==> config.mk <==
export PLATFORM = sky130hd
export DESIGN_NAME = config_load_sequencer
export DESIGN_NICKNAME = d
export VERILOG_FILES = /design/src/rtl/config_load_sequencer.sv
export SDC_FILE = /design/constraint.sdc
export NUM_CORES = 1
export LEC_CHECK = 0
export ABC_CLOCK_PERIOD_IN_PS = 5200
export CELL_PAD_IN_SITES_DETAIL_PLACEMENT = 0
export CELL_PAD_IN_SITES_GLOBAL_PLACEMENT = 1
export CORE_MARGIN = 2
export CORE_UTILIZATION = 33
export DETAILED_ROUTE_END_ITERATION = 10
export HOLD_SLACK_MARGIN = 0.03
export PLACE_DENSITY_LB_ADDON = 0.3
export SYNTH_ARGS = -nofsm -noshare
export SYNTH_HDL_FRONTEND = slang
export SYNTH_SLANG_ARGS = --single-unit
==> constraint.sdc <==
create_clock -name clk -period 5.2 [get_ports clk]
set_input_delay 0.78 -clock clk [delete_from_list [all_inputs] [get_ports clk]]
set_output_delay 0.78 -clock clk [all_outputs]
set_load 0.02 [all_outputs]
==> src/rtl/config_load_sequencer.sv <==
// ---------------------------------------------------------------------------
// config_load_sequencer
//
// Loads a tile's configuration memory from a valid/ready stream of config
// words (one consecutive address per accepted word), then runs execution by
// asserting start_exec and sweeping the read address over the loaded words
// for a programmed number of cycles.
//
// Ports
//   clk, reset           clock, asynchronous active-high reset
//   load_req             pulse: start loading a new configuration (IDLE only)
//   cfg_valid/cfg_ready  config word handshake, transfer = valid & ready
//   cfg_data, cfg_last   config word and end-of-configuration marker
//   run_req, run_cycles  pulse: run the loaded configuration for run_cycles
//   abort                leave LOAD/ARM/RUN and return to IDLE
//   control_mem_*        address / write data / bit enables / strobes
//   start_exec           execution active (ARM and RUN)
//   operation            6'b011110 during the ARM cycle, else 0
//   busy                 sequencer not idle
//   loaded               a complete configuration is present
//   done                 one-cycle pulse when a run completes normally
//   overflow_err         sticky: DEPTH words accepted without cfg_last
//
// Every output is a flop. The output logic decodes the *next* state so the
// registered outputs line up with the state they describe.
// ---------------------------------------------------------------------------
module config_load_sequencer #(
   parameter int DATA_WIDTH = 64,
   parameter int DEPTH      = 32,
   parameter int ADDR_BITS  = $clog2(DEPTH),
   parameter int CNT_BITS   = 16
) (
   input  logic                  clk,
   input  logic                  reset,
   input  logic                  load_req,
   input  logic                  cfg_valid,
   output logic                  cfg_ready,
   input  logic [DATA_WIDTH-1:0] cfg_data,
   input  logic                  cfg_last,
   input  logic                  run_req,
   input  logic [CNT_BITS-1:0]   run_cycles,
   input  logic                  abort,
   output logic [ADDR_BITS-1:0]  control_mem_addr,
   output logic [DATA_WIDTH-1:0] control_mem_data_in,
   output logic [DATA_WIDTH-1:0] control_mem_bit_en,
   output logic                  control_mem_wr_en,
   output logic                  control_mem_en,
   output logic                  start_exec,
   output logic [5:0]            operation,
   output logic                  busy,
   output logic                  loaded,
   output logic                  done,
   output logic                  overflow_err
);

   localparam int                   CW       = ADDR_BITS + 1;
   localparam logic [ADDR_BITS-1:0] LAST_IDX = ADDR_BITS'(DEPTH - 1);
   localparam logic [5:0]           ARM_OP   = 6'b011110;

   typedef enum logic [2:0] {
      S_IDLE,
      S_LOAD,
      S_ARM,
      S_RUN,
      S_DONE
   } state_t;

   state_t state_q, state_d;

   // Bookkeeping state
   logic [ADDR_BITS-1:0]  idx_q, idx_d;
   logic [CW-1:0]         word_count_q, word_count_d;
   logic [CNT_BITS-1:0]   run_cnt_q, run_cnt_d;
   logic                  loaded_q, loaded_d;
   logic                  overflow_q, overflow_d;

   // Registered outputs
   logic                  cfg_ready_q, cfg_ready_d;
   logic [ADDR_BITS-1:0]  addr_q, addr_d;
   logic [DATA_WIDTH-1:0] data_q, data_d;
   logic [DATA_WIDTH-1:0] bit_en_q, bit_en_d;
   logic                  wr_en_q, wr_en_d;
   logic                  en_q, en_d;
   logic                  start_exec_q, start_exec_d;
   logic [5:0]            operation_q, operation_d;
   logic                  busy_q, busy_d;
   logic                  done_q, done_d;

   logic                  xfer;
   logic                  run_wrap;

   // cfg_ready_q is only ever high while in LOAD, so this is the handshake.
   assign xfer = (state_q == S_LOAD) && cfg_valid && cfg_ready_q;

   // Read address wraps after the last loaded word (word_count = 1 holds 0).
   assign run_wrap = (({1'b0, addr_q} + CW'(1)) >= word_count_q);

   // State register and all other flops
   always_ff @(posedge clk or posedge reset) begin
      if (reset) begin
         state_q      <= S_IDLE;
         idx_q        <= '0;
         word_count_q <= '0;
         run_cnt_q    <= '0;
         loaded_q     <= 1'b0;
         overflow_q   <= 1'b0;
         cfg_ready_q  <= 1'b0;
         addr_q       <= '0;
         data_q       <= '0;
         bit_en_q     <= '0;
         wr_en_q      <= 1'b0;
         en_q         <= 1'b0;
         start_exec_q <= 1'b0;
         operation_q  <= '0;
         busy_q       <= 1'b0;
         done_q       <= 1'b0;
      end else begin
         state_q      <= state_d;
         idx_q        <= idx_d;
         word_count_q <= word_count_d;
         run_cnt_q    <= run_cnt_d;
         loaded_q     <= loaded_d;
         overflow_q   <= overflow_d;
         cfg_ready_q  <= cfg_ready_d;
         addr_q       <= addr_d;
         data_q       <= data_d;
         bit_en_q     <= bit_en_d;
         wr_en_q      <= wr_en_d;
         en_q         <= en_d;
         start_exec_q <= start_exec_d;
         operation_q  <= operation_d;
         busy_q       <= busy_d;
         done_q       <= done_d;
      end
   end

   // Next-state and bookkeeping
   always_comb begin
      state_d      = state_q;
      idx_d        = idx_q;
      word_count_d = word_count_q;
      run_cnt_d    = run_cnt_q;
      loaded_d     = loaded_q;
      overflow_d   = overflow_q;

      case (state_q)
         S_IDLE: begin
            // load_req has priority over run_req
            if (load_req) begin
               state_d    = S_LOAD;
               idx_d      = '0;
               loaded_d   = 1'b0;
               overflow_d = 1'b0;
            end else if (run_req && loaded_q) begin
               state_d   = S_ARM;
               run_cnt_d = (run_cycles == '0) ? CNT_BITS'(1) : run_cycles;
            end
         end
         S_LOAD: begin
            if (xfer) begin
               idx_d = idx_q + ADDR_BITS'(1);
            end
            // A word accepted together with abort is still written, but the
            // configuration is considered incomplete.
            if (abort) begin
               state_d  = S_IDLE;
               loaded_d = 1'b0;
            end else if (xfer && cfg_last) begin
               state_d      = S_IDLE;
               word_count_d = {1'b0, idx_q} + CW'(1);
               loaded_d     = 1'b1;
            end else if (xfer && (idx_q == LAST_IDX)) begin
               state_d    = S_IDLE;
               overflow_d = 1'b1;
               loaded_d   = 1'b0;
            end
         end
         S_ARM: begin
            state_d = abort ? S_IDLE : S_RUN;
         end
         S_RUN: begin
            // run_cnt_q counts the RUN cycles still to go, including this one
            if (abort) begin
               state_d = S_IDLE;
            end else if (run_cnt_q <= CNT_BITS'(1)) begin
               state_d = S_DONE;
            end else begin
               run_cnt_d = run_cnt_q - CNT_BITS'(1);
            end
         end
         S_DONE: begin
            state_d = S_IDLE;
         end
         default: begin
            state_d = S_IDLE;
         end
      endcase
   end

   // Output decode, registered
   always_comb begin
      cfg_ready_d  = (state_d == S_LOAD);
      busy_d       = (state_d != S_IDLE);
      addr_d       = '0;
      data_d       = '0;
      bit_en_d     = '0;
      wr_en_d      = 1'b0;
      en_d         = 1'b0;
      start_exec_d = 1'b0;
      operation_d  = '0;
      done_d       = 1'b0;

      // One-cycle write latency: the accepted word is presented next cycle.
      if (xfer) begin
         wr_en_d  = 1'b1;
         en_d     = 1'b1;
         bit_en_d = '1;
         addr_d   = idx_q;
         data_d   = cfg_data;
      end

      case (state_d)
         S_ARM: begin
            start_exec_d = 1'b1;
            en_d         = 1'b1;
            addr_d       = '0;
            operation_d  = ARM_OP;
         end
         S_RUN: begin
            start_exec_d = 1'b1;
            en_d         = 1'b1;
            if (state_q == S_RUN) begin
               addr_d = run_wrap ? '0 : (addr_q + ADDR_BITS'(1));
            end else begin
               addr_d = '0;
            end
         end
         S_DONE: begin
            done_d = 1'b1;
         end
         default: begin
         end
      endcase
   end

   assign cfg_ready           = cfg_ready_q;
   assign control_mem_addr    = addr_q;
   assign control_mem_data_in = data_q;
   assign control_mem_bit_en  = bit_en_q;
   assign control_mem_wr_en   = wr_en_q;
   assign control_mem_en      = en_q;
   assign start_exec          = start_exec_q;
   assign operation           = operation_q;
   assign busy                = busy_q;
   assign loaded              = loaded_q;
   assign done                = done_q;
   assign overflow_err        = overflow_q;

endmodule

==> metrics.txt <==
post-synthesis area per instance=between 10 and 15 sq um; Nets=733; Power, Total=2.60 mW; fmax=around 370 MHz; GRT Resource Usage Total=0.154; Port Buffers=231; min Tclk post-route=around 2700 ps; peak supply drop=~0.23 mV; fin crit share=0.524; die area=between 15000 and 20000 sq um; clk buf depth=2; Synth Flop Type=dfrtp_1; Hold Buf Count CTS=0; worst skew pair latency=350 ps; Placement Rows=between 40 and 50; Async S/R FF share, synth=1.00; DR vias/cell=about 4.6; crit path from=cfg_valid; RSZ-0062 raised after global routing=no; clk_skew=7.38 ps; clk sinks=108; sequential area share after synthesis=0.532; fraction of power spent switching nets=0.324; filler cell count in the final layout=about 1400; setup TNS=0 ps; PwrDens=between 300 and 400 nW/um^2; DRT Wirelength=roughly 13000 um; Core Footprint=roughly 15000 sq um; Final setup viols=0; layout cell share with drive strength beyond 1=0.0625; Mapped Area=5080 sq um; outcome=complete, no violations; Synth Register Bits=about 110; Slew headroom=0.266; Die H=~130 um; Worst setup SP type=input pin; wire per inst=15.3 um; first-pass GRT wire length=between 15000 and 20000 um; max-cap violation count=0; most frequent cells in the layout=231 x clkdlybuf4s50_1, 108 x dfrtp_1, 64 x and2_1, 28 x o21ai_0, 27 x nand2_1; Crit. End Element=flop; CTS Buf Count=9; area delta synth->final=45.8%; Worst EP arrival=around 3000 ps; post-layout util=0.489; Sw Pwr=between 0.8 and 0.9 mW; Ys Warns=0; Synth cell types=63; kind of critical path=in -> reg; Clk pwr share=0.291; Comb pwr share=0.294; PostCTS Resize Cnt=0; largest net degree at the start of global routing=69; HP Class=reg -> reg; FF-to-FF Start=state_q[1]; worst hold start=overflow_err; Root Buffer Master=clkbuf_16; register share of total power=0.415; Initial DRC Count=approximately 180; DP Wirelength=between 9000 and 10000 um; antenna diode count=0; via count=roughly 3800; gate count of the mapped netlist=474; H-Tree Depth=3; Cell Int Power=between 1.5 and 2 mW; post-CTS setup buffers=0; Hold Violations, Final=0; commonest non-fill, non-tap cell in the layout=clkdlybuf4s50_1; number of global-route vias before repair=between 3000 and 4000; Post-synth EDFFs=0; gp weighted congestion=~0.8; CP Max Fanout=45; initial core utilization=0.335; Pleak=approximately 3.2 nW; die width=approximately 130 um; DRC Markers=0; initial antenna violation count=0; Final Max Tran Viols=0; Worst EP required=roughly 5500 ps; GR Overflow Total=0; I/O Pins=234; CTS tree=done; Worst Max-Slew Pin Slew=around 1100 ps; DRT antenna net count=0; drt pass-1 iters=4; CTS clk-pin slew, worst paths=70 ps
stage by stage:
step	instances	hold slack, ps	instance area, sq um	setup slack, ps
2_1_floorplan	475	485	5080	1570
3_3_place_gp	812	480	7070	2200
3_5_place_dp	812	515	7070	2110
4_1_cts	828	532	7410	2480
5_1_grt	828	562	7410	2200
6_report	828	527	7410	2480
critical path, cell delays in order:
cell	delay (ps)
clkdlybuf4s50_1	520
nand4_1	320
inv_1	680
buf_4	500
and2_1	200
logic make-up (layout without fill, tap and decap cells):
kind of cell / after synthesis / after routing / share of synthesized area
muxes: 1 / 1 / 0.00222
DFF: 108 / 108 / 0.532
adders and majority gates: 11 / 11 / 0.0271
other: 1 / 2 / 0.000738
and+or+nand+nor: 162 / 162 / 0.188
AOI/OAI and AO/OA: 87 / 87 / 0.116
buffers and inverters: 100 / 265 / 0.127
xor gates and xnor gates: 4 / 4 / 0.00690
worst paths after layout:
path / endpoint / slack, ps / cells after the start
max: control_mem_data_in[48] / 2480 / 5
max in group asynchronous: control_mem_data_in[50] / 3180 / 3
min reg2reg: overflow_err / 530 / 1
min in group asynchronous: control_mem_data_in[23] / 940 / 2
min: overflow_err / 530 / 1
max reg2reg: control_mem_data_in[48] / 2740 / 5
final cells by class:
| class | instances | area [sq um] | share of cell area |
|---|---|---|---|
| Sequential cell | 108 | 2700 | 0.365 |
| Timing Repair Buffer | 235 | 2340 | 0.316 |
| Multi-Input combinational cell | 267 | 1740 | 0.234 |
| Tap cell | 188 | 235 | 0.0318 |
| Clock buffer | 9 | 225 | 0.0304 |
| Clock inverter | 7 | 111 | 0.0150 |
| Inverter | 14 | 55.1 | 0.00743 |
metal layers:
| layer | vias to the layer above | part of all wire | global-route usage |
|---|---|---|---|
| met3 | 15 | 0.059 | 0.0434 |
| li1 | 1862 | - | - |
| met1 | 1782 | 0.42 | 0.187 |
| met5 | - | 0 | 0 |
| met2 | 135 | 0.50 | 0.266 |
| met4 | 0 | 0.016 | 0.0452 |
registers in the layout, summed over array words and instances, names as in the netlist:
register,flops
busy,1
cfg_ready,1
control_mem_addr,5
control_mem_bit_en,1
control_mem_data_in,64
control_mem_en,1
done,1
idx_q,5
loaded,1
operation,1
overflow_err,1
run_cnt_q,16
start_exec,1
state_q,3
word_count_q,6
cells in the mapped netlist (all sizes together) (2+ instances only):
library cell  count  area [sq um]
nor2b             3          18.8
buf              74           548
clkbuf           12          45.0
o21ai            31           159
a22oi             4          30.0
nand2            27           101
or3b              2          17.5
nor3b             3          22.5
nand3b            2          15.0
nand4             3          18.8
o32ai             2          17.5
or3               2          17.5
nor2             17          66.3
or4               3          26.3
dfrtp           108          2700
o22ai             3          25.0
and3              3          18.8
a22o              6          52.6
inv              14          52.6
a31oi             3          33.8
a2bb2oi           2          17.5
ha               11           138
and2             64           400
a21oi            21           109
nand3             9          45.0
nor4             11          96.3
a211oi            2          15.0
xnor2             3          26.3
nor3              8          51.3
a31o              2          35.0
power groups by stage:
| stage | Sequential (mW) | Combinational (mW) | Clock (mW) |
|---|---|---|---|
| finish | 1.08 | 0.765 | 0.755 |
| global route | 1.10 | 0.836 | 0.812 |
| CTS | 1.08 | 0.774 | 0.780 |
| detailed placement | 1.09 | 0.770 | 0 |
| global placement | 1.09 | 0.763 | 0 |
| floorplan | 1.13 | 0.466 | 0 |
(Power assumes the default switching activity.)
